### config.mk
export PLATFORM = sky130hd
export DESIGN_NAME = mem_port_arbiter
export DESIGN_NICKNAME = d
export VERILOG_FILES = /design/src/rtl/mem_arb_pkg.sv /design/src/rtl/mem_port_arbiter.sv
export SDC_FILE = /design/constraint.sdc
export NUM_CORES = 1
export LEC_CHECK = 0
export CAP_MARGIN = 0
export CELL_PAD_IN_SITES_DETAIL_PLACEMENT = 1
export CELL_PAD_IN_SITES_GLOBAL_PLACEMENT = 2
export CORE_UTILIZATION = 22
export DETAILED_ROUTE_END_ITERATION = 8
export MAX_ROUTING_LAYER = met4
export PLACE_DENSITY_LB_ADDON = 0.1
export SKIP_CTS_REPAIR_TIMING = 1
export SYNTH_ARGS = -nofsm -noshare
export SYNTH_HDL_FRONTEND = slang
export SYNTH_SLANG_ARGS = --single-unit
### constraint.sdc
create_clock -name clk -period 4.84 [get_ports clk]
set_clock_uncertainty 0.2 [all_clocks]
set_input_delay 0.968 -clock clk [delete_from_list [all_inputs] [get_ports clk]]
set_output_delay 0.968 -clock clk [all_outputs]
set_load 0.05 [all_outputs]
### src/rtl/mem_arb_pkg.sv
// rtl/mem_arb_pkg.sv - shared types and defaults for the memory port arbiter
package mem_arb_pkg;

  typedef enum logic [1:0] {
    IDLE,
    ACCESS,
    RESP
  } state_t;

  typedef enum logic {
    OWN_FETCH,
    OWN_DATA
  } owner_t;

  localparam int DEF_LATENCY    = 3;
  localparam int DEF_STARVE_MAX = 4;

endpackage

### src/rtl/mem_port_arbiter.sv
// rtl/mem_port_arbiter.sv - single-port memory arbiter between fetch and data requesters
module mem_port_arbiter
  import mem_arb_pkg::*;
#(
  parameter int LATENCY    = DEF_LATENCY,
  parameter int STARVE_MAX = DEF_STARVE_MAX
) (
  input  logic        clk,
  input  logic        rst_n,
  input  logic        if_req,
  input  logic [31:0] if_addr,
  output logic        if_ack,
  output logic [31:0] if_rdata,
  input  logic        d_req,
  input  logic        d_we,
  input  logic [31:0] d_addr,
  input  logic [31:0] d_wdata,
  input  logic [3:0]  d_be,
  output logic        d_ack,
  output logic [31:0] d_rdata,
  output logic        mem_en,
  output logic        mem_we,
  output logic [31:0] mem_addr,
  output logic [31:0] mem_wdata,
  output logic [3:0]  mem_be,
  input  logic [31:0] mem_rdata,
  output logic        busy
);

  state_t      state, state_n;
  owner_t      owner;
  logic [31:0] addr_q, wdata_q;
  logic [3:0]  be_q;
  logic        we_q;
  logic [2:0]  lat_cnt;
  logic [2:0]  starve_cnt;
  logic        grant_data, grant_fetch, fetch_abort, starved;

  assign starved = (starve_cnt == 3'(STARVE_MAX));

  // Data normally wins; fetch only takes priority once it has been starved.
  always_comb begin
    grant_data  = 1'b0;
    grant_fetch = 1'b0;
    if (d_req && !(if_req && starved))
      grant_data = 1'b1;
    else if (if_req)
      grant_fetch = 1'b1;
  end

  // A fetch is dropped if the requester withdraws or redirects mid-access.
  assign fetch_abort = (owner == OWN_FETCH) && (!if_req || (if_addr != addr_q));

  always_ff @(posedge clk or negedge rst_n) begin
    if (!rst_n)
      state <= IDLE;
    else
      state <= state_n;
  end

  always_comb begin
    state_n   = state;
    busy      = 1'b0;
    mem_en    = 1'b0;
    mem_we    = 1'b0;
    mem_addr  = '0;
    mem_wdata = '0;
    mem_be    = '0;
    if_ack    = 1'b0;
    if_rdata  = '0;
    d_ack     = 1'b0;
    d_rdata   = '0;
    case (state)
      IDLE: begin
        if (grant_data || grant_fetch)
          state_n = ACCESS;
      end
      ACCESS: begin
        busy      = 1'b1;
        mem_en    = 1'b1;
        mem_we    = we_q;
        mem_addr  = addr_q;
        mem_wdata = wdata_q;
        mem_be    = be_q;
        if (fetch_abort)
          state_n = IDLE;
        else if (lat_cnt == 3'(LATENCY - 1))
          state_n = RESP;
      end
      RESP: begin
        busy    = 1'b1;
        state_n = IDLE;
        if (owner == OWN_FETCH) begin
          if_ack   = 1'b1;
          if_rdata = mem_rdata;
        end else begin
          d_ack   = 1'b1;
          d_rdata = we_q ? 32'h0 : mem_rdata;
        end
      end
      default: state_n = IDLE;
    endcase
  end

  always_ff @(posedge clk or negedge rst_n) begin
    if (!rst_n) begin
      owner      <= OWN_FETCH;
      addr_q     <= '0;
      wdata_q    <= '0;
      be_q       <= '0;
      we_q       <= 1'b0;
      lat_cnt    <= '0;
      starve_cnt <= '0;
    end else if (state == IDLE) begin
      lat_cnt <= '0;
      if (grant_data) begin
        owner   <= OWN_DATA;
        addr_q  <= d_addr;
        wdata_q <= d_wdata;
        be_q    <= d_be;
        we_q    <= d_we;
        if (!if_req)
          starve_cnt <= '0;
        else if (!starved)
          starve_cnt <= starve_cnt + 3'd1;
      end else if (grant_fetch) begin
        owner      <= OWN_FETCH;
        addr_q     <= if_addr;
        wdata_q    <= '0;
        be_q       <= 4'hF;
        we_q       <= 1'b0;
        starve_cnt <= '0;
      end
    end else if (state == ACCESS) begin
      lat_cnt <= lat_cnt + 3'd1;
    end
  end

endmodule
* Word-level counts from Yosys, hierarchy flattened
Index checks and enable logic that the tools add are counted.
** Cells by class
- Add/subtract/negate cells :: 2
- Multipliers :: 0
- Divide/modulo/power cells :: 0
- $lt $le $gt $ge :: 0
- Equal/unequal tests :: 8
- Shift operators :: 0
- Mux-type cells :: 37
- Bitwise logic cells :: 1
- Reduce and logical (&&, ||, !) cells :: 14
** Operators with widths (count)
- two-way mux 32 bit :: 11
- inequality test 32 bit :: 1
- two-way mux 3 bit :: 6
- two-way mux 1 bit :: 13
- two-way mux 4 bit :: 3
- adder 3 x 1 -> 3 bit (second input constant) :: 2
- two-way mux 2 bit :: 3
- inequality test 3 bit (second input constant) :: 2
- one-hot mux 2 bit (2 select lines) :: 1
- AND reduction 2 bit :: 2
- nonzero test 2 bit :: 2
- equality test 3 x 2 -> 1 bit (second input constant) :: 1
- equality test 3 bit (second input constant) :: 1
- logical AND 1 bit :: 3
- AND reduction 3 bit :: 1
- equality test 2 x 1 -> 1 bit (second input constant) :: 1
- equality test 2 bit (second input constant) :: 1
- logical NOT 1 bit :: 2
- logical NOT 2 bit :: 1
- logical OR 1 bit :: 2
- inequality test 2 bit (second input constant) :: 1
- OR reduction 2 bit :: 1
- NOT 1 bit :: 1
** Word-level totals
- Register bits :: 78
- Bits in latches :: 0
- Bits in writable memories :: 0
- Bits in read-only memories :: 0
- Word-level logic and storage cells :: 70
- Memories kept :: 0

* Logic depth before layout (Yosys ltp)
- Word-level depth :: 8
- Mapped depth :: 8
- Mapped depth without buffers :: 7

* Worst setup path after synthesis
OpenSTA, ideal clock, no wires.
- Path kind :: reg-to-output
- From :: reg state[0]
- To :: out d_rdata[10]
- Arrival :: 1998 ps
- Slack :: 1674 ps
- Stages on the path, launching flop included :: 7
- Cell sequence :: dfrtp_1 inv_1 ha_1 and2_1 nor2b_1 clkbuf_1 and2_1
** On the way
- Word-level cells in the longest chain between the ends :: 2
** Ends and longest elaborated chain
- start, declared :: line mem_port_arbiter.sv:30 : state_t state, state_n;
- start signal, assigned :: line mem_port_arbiter.sv:58 : state <= state_n;
- equality test 2 bit :: line mem_port_arbiter.sv:73 : case (state)
- two-way mux 32 bit :: line mem_port_arbiter.sv:73
- end, declared :: line mem_port_arbiter.sv:20 : output logic [31:0] d_rdata,
Every way passes these cells.

* Worst setup path after layout
- From :: reg state[1]
- To :: out mem_wdata[11]
** On the way
- Word-level cells in the longest chain between the ends :: 2
** Ends and longest elaborated chain
- equality test 2 x 1 -> 1 bit :: line mem_port_arbiter.sv:73
- two-way mux 32 bit :: line mem_port_arbiter.sv:73
- end, declared :: line mem_port_arbiter.sv:24 : output logic [31:0] mem_wdata,
Every way passes these cells.

==> flow_summary_export.csv <==
group,metric,value,unit
detailed_routing,ant_nets,0,
final_layout,final_util,39.10,%
yosys,synth_top_area_share,42.87,%
worst_setup_path,worstSetupStartpointType,"flip-flop",
power,p_leak,3.235,nW
detailed_routing,firstDrtPassIters,4,
floorplan,io_pins,274,
worst_setup_path,cp-endpoint,"mem_wdata[11]",
place,dpl.cell_count,998,
timing,clock.fmax,263.4,MHz
yosys,yosysTopAreaCell,"dfrtp_1",
worst_setup_path,crit_path_start,"state[1]",
outcome,outcome,"completed",
yosys,synth_area_leaders,"dfrtp_1 43%, and2_1 18%, mux2i_1 7.3%, xnor2_1 6.5%, a22o_1 6.3%",
power,irDropWorstVdd,337.8,µV
worst_setup_path,r2r-end,"starve_cnt[2]",
floorplan,die_w,145.9,µm
final_layout,area.growth.synth_to_final,73.76,%
timing,max_slew_margin,27.71,%
timing,worstMarginPinSlew,1.084,ns
final_layout,final_layout_size_suffix_gt1_share,4.032,%
floorplan,die_h,145.9,µm
yosys,yosys-top-cells-count,"133 x and2_1, 78 x dfrtp_1, 43 x nand2_1, 36 x o21ai_0, 34 x xnor2_1",
worst_setup_path,r2r_slack,2.18,ns
worst_setup_path,reg2regPathDepth,7,
clock_network,clkLatencyLatePin,0.34,ns
global_routing,antenna_found_initial,0,
detailed_routing,drt_iter0_markers,120,
global_routing,first_global_vias,4718,
clock_network,cts_sinks,78,
yosys,synth_flop_cell,"dfrtp_1",
yosys,synth_nets,624,
worst_hold_path,hp-class,"flip-flop to flip-flop",
worst_setup_path,crit_required,3.67,ns
worst_setup_path,regToRegStartpoint,"state[0]",
detailed_routing,drc,0,
worst_setup_path,crit_type,"flip-flop to output port",
yosys,synth-edff-count,0,
yosys,ys_seq_area_share,42.87,%
detailed_routing,routed_wl,16960,µm
worst_setup_path,end_kind,"output port",
yosys,synth_seq_cells,78,
place,portBuffers,273,
place,placed_area,0.007589,mm²
global_routing,grt_usage,16.75,%
worst_setup_path,critPathMaxFanout,51,
yosys,ys_types,28,
clock_network,clk_path_buf_depth,2,
final_layout,final_cells,1014,
detailed_routing,wl_per_cell,16.72,µm
yosys,avgSynthCellArea,9.486,µm²
yosys,postSynthCellCount,480,
global_routing,grt_pass1_wl,26810,µm
timing,rsz0062_at_grt,"no",
clock_network,cts_inserted_buffers,9,
detailed_routing,routed_via_density,4.346,
timing,finalMaxSlewViolations,0,
final_layout,num-fill-cells,2287,
final_layout,nets,883,
clock_network,cts_tree,"done",
floorplan,coreArea,0.02023,mm²
clock_network,clk_pin_slew,0.06,ns
yosys,yosysMostFrequentCell,"and2_1",
final_layout,diodes,0,
detailed_routing,vias,4407,
yosys,syn_area,0.004553,mm²
global_routing,grt_overflow,0,
yosys,yosysWarningCount,0,
place,gp_congestion,0.8034,
clock_network,h-tree-depth,3,
timing,finalSetupTns,0,ns
floorplan,row_count,52,
run,maxCapViolations,0,
timing,min_period,3.797,ns
yosys,async_reset_ff_share,100.0,%
place,hpwl,12770,µm
global_routing,grt_max_degree,79,
power,pwr_density_cell,587.7,mW/mm²
floorplan,start_util,22.50,%
timing,finalHoldViolCount,0,
floorplan,die_area,0.02128,mm²
timing,finalCritPeriodShare,78.45,%
final_layout,final_area,0.007911,mm²
clock_network,cts_root_buf,"clkbuf_16",
timing,setup_viol,0,
worst_setup_path,crit_arrival,2.63,ns
kinds of logic after synthesis:
kind of cell | Yosys count | synth area share [%]
compound gates | 80 | 12.06
xor+xnor | 35 | 6.733
fa+ha+maj | 7 | 1.924
buf+inv | 39 | 3.408
flops | 78 | 42.87
mux | 33 | 7.255
simple gates | 208 | 25.75
layer usage:
| layer | global-route usage (%) | share of wire [%] | up-vias |
|---|---|---|---|
| li1 | - | - | 2126 |
| met1 | 20.37 | 44 | 2105 |
| met2 | 27.27 | 48 | 163 |
| met3 | 4.639 | 7.1 | 13 |
| met4 | 4.158 | 0.97 | 0 |
| met5 | - | 0 | - |
critical path: stages (launching register included):
cell             delay (ns)
dfrtp_1                0.41
inv_1                  0.09
ha_2                   0.47
buf_12                 0.29
and2_1                 0.19
clkdlybuf4s50_1        0.80
worst min path at each step:
stage | end | startpoint | depth (start not counted) | slack [ns]
2_1_floorplan | be_q[0] | be_q[0] | 1 | 0.25
3_3_place_gp | be_q[2] | be_q[2] | 1 | 0.26
3_5_place_dp | be_q[1] | be_q[1] | 1 | 0.27
4_1_cts | be_q[1] | be_q[1] | 1 | 0.29
5_1_grt | be_q[1] | be_q[1] | 1 | 0.30
6_report | be_q[1] | be_q[1] | 1 | 0.28
area by class of cell:
class	instances	area, µm²	area share [%]
inverter	7	26.28	0.3321
sequential	78	1952	24.67
multi-input combinational	363	2465	31.16
clock buffer	9	225.2	2.847
timing repair buffer	280	2808	35.49
tap	270	337.8	4.270
clock inverter	7	97.59	1.234
sequential cells by signal, indices dropped and copies added, names as in the netlist:
register	flops
wdata_q	32
starve_cnt	3
addr_q	32
lat_cnt	3
we_q	1
be_q	4
state	2
owner	1
stage by stage:
stage	total power, W	hold slack, ns	setup WS (ns)
6_report	0.004649	0.2795	1.043
5_1_grt	0.004934	0.3037	0.8736
4_1_cts	0.004727	0.2853	0.9530
3_5_place_dp	0.003954	0.2711	1.244
3_3_place_gp	0.003905	0.2638	1.228
2_1_floorplan	0.002938	0.2523	1.674
cell usage in the layout (no fill, tap or decap):
cell,Yosys,layout
mux2i_1,33,33
buf_12,0,2
nor4_1,1,1
o21ai_4,0,1
a21oi_1,1,1
clkinvlp_4,0,2
clkbuf_16,0,9
o21ai_1,2,1
ha_1,7,6
or2_2,1,1
nor2b_1,2,2
clkinv_2,0,1
xor2_1,1,1
o21ai_0,36,36
nand3_1,5,5
nor3_1,1,1
nor2_1,7,6
inv_1,7,7
dfrtp_1,78,78
o22a_1,4,4
a22o_1,33,33
nand2_2,0,1
and2_2,1,1
nand2b_1,1,1
buf_4,0,6
a31oi_1,2,2
bufinv_16,0,2
ha_2,0,1
or4_1,2,2
xnor2_1,34,34
nand4_1,11,11
o31ai_1,1,1
and2_1,133,133
clkinv_4,0,1
nor2_2,0,1
inv_6,0,1
o311a_1,1,1
clkdlybuf4s50_1,0,272
nand2_1,43,42
where the power goes:
group / switching (W) / internal (W) / total (W)
Clock: 0.000291 / 0.000454 / 0.000745
Combinational: 0.00173 / 0.00102 / 0.00276
Sequential: 0.000208 / 0.000941 / 0.00115
Total: 0.00223 / 0.00242 / 0.00465
Note: power is estimated with default switching activity, not from simulation.
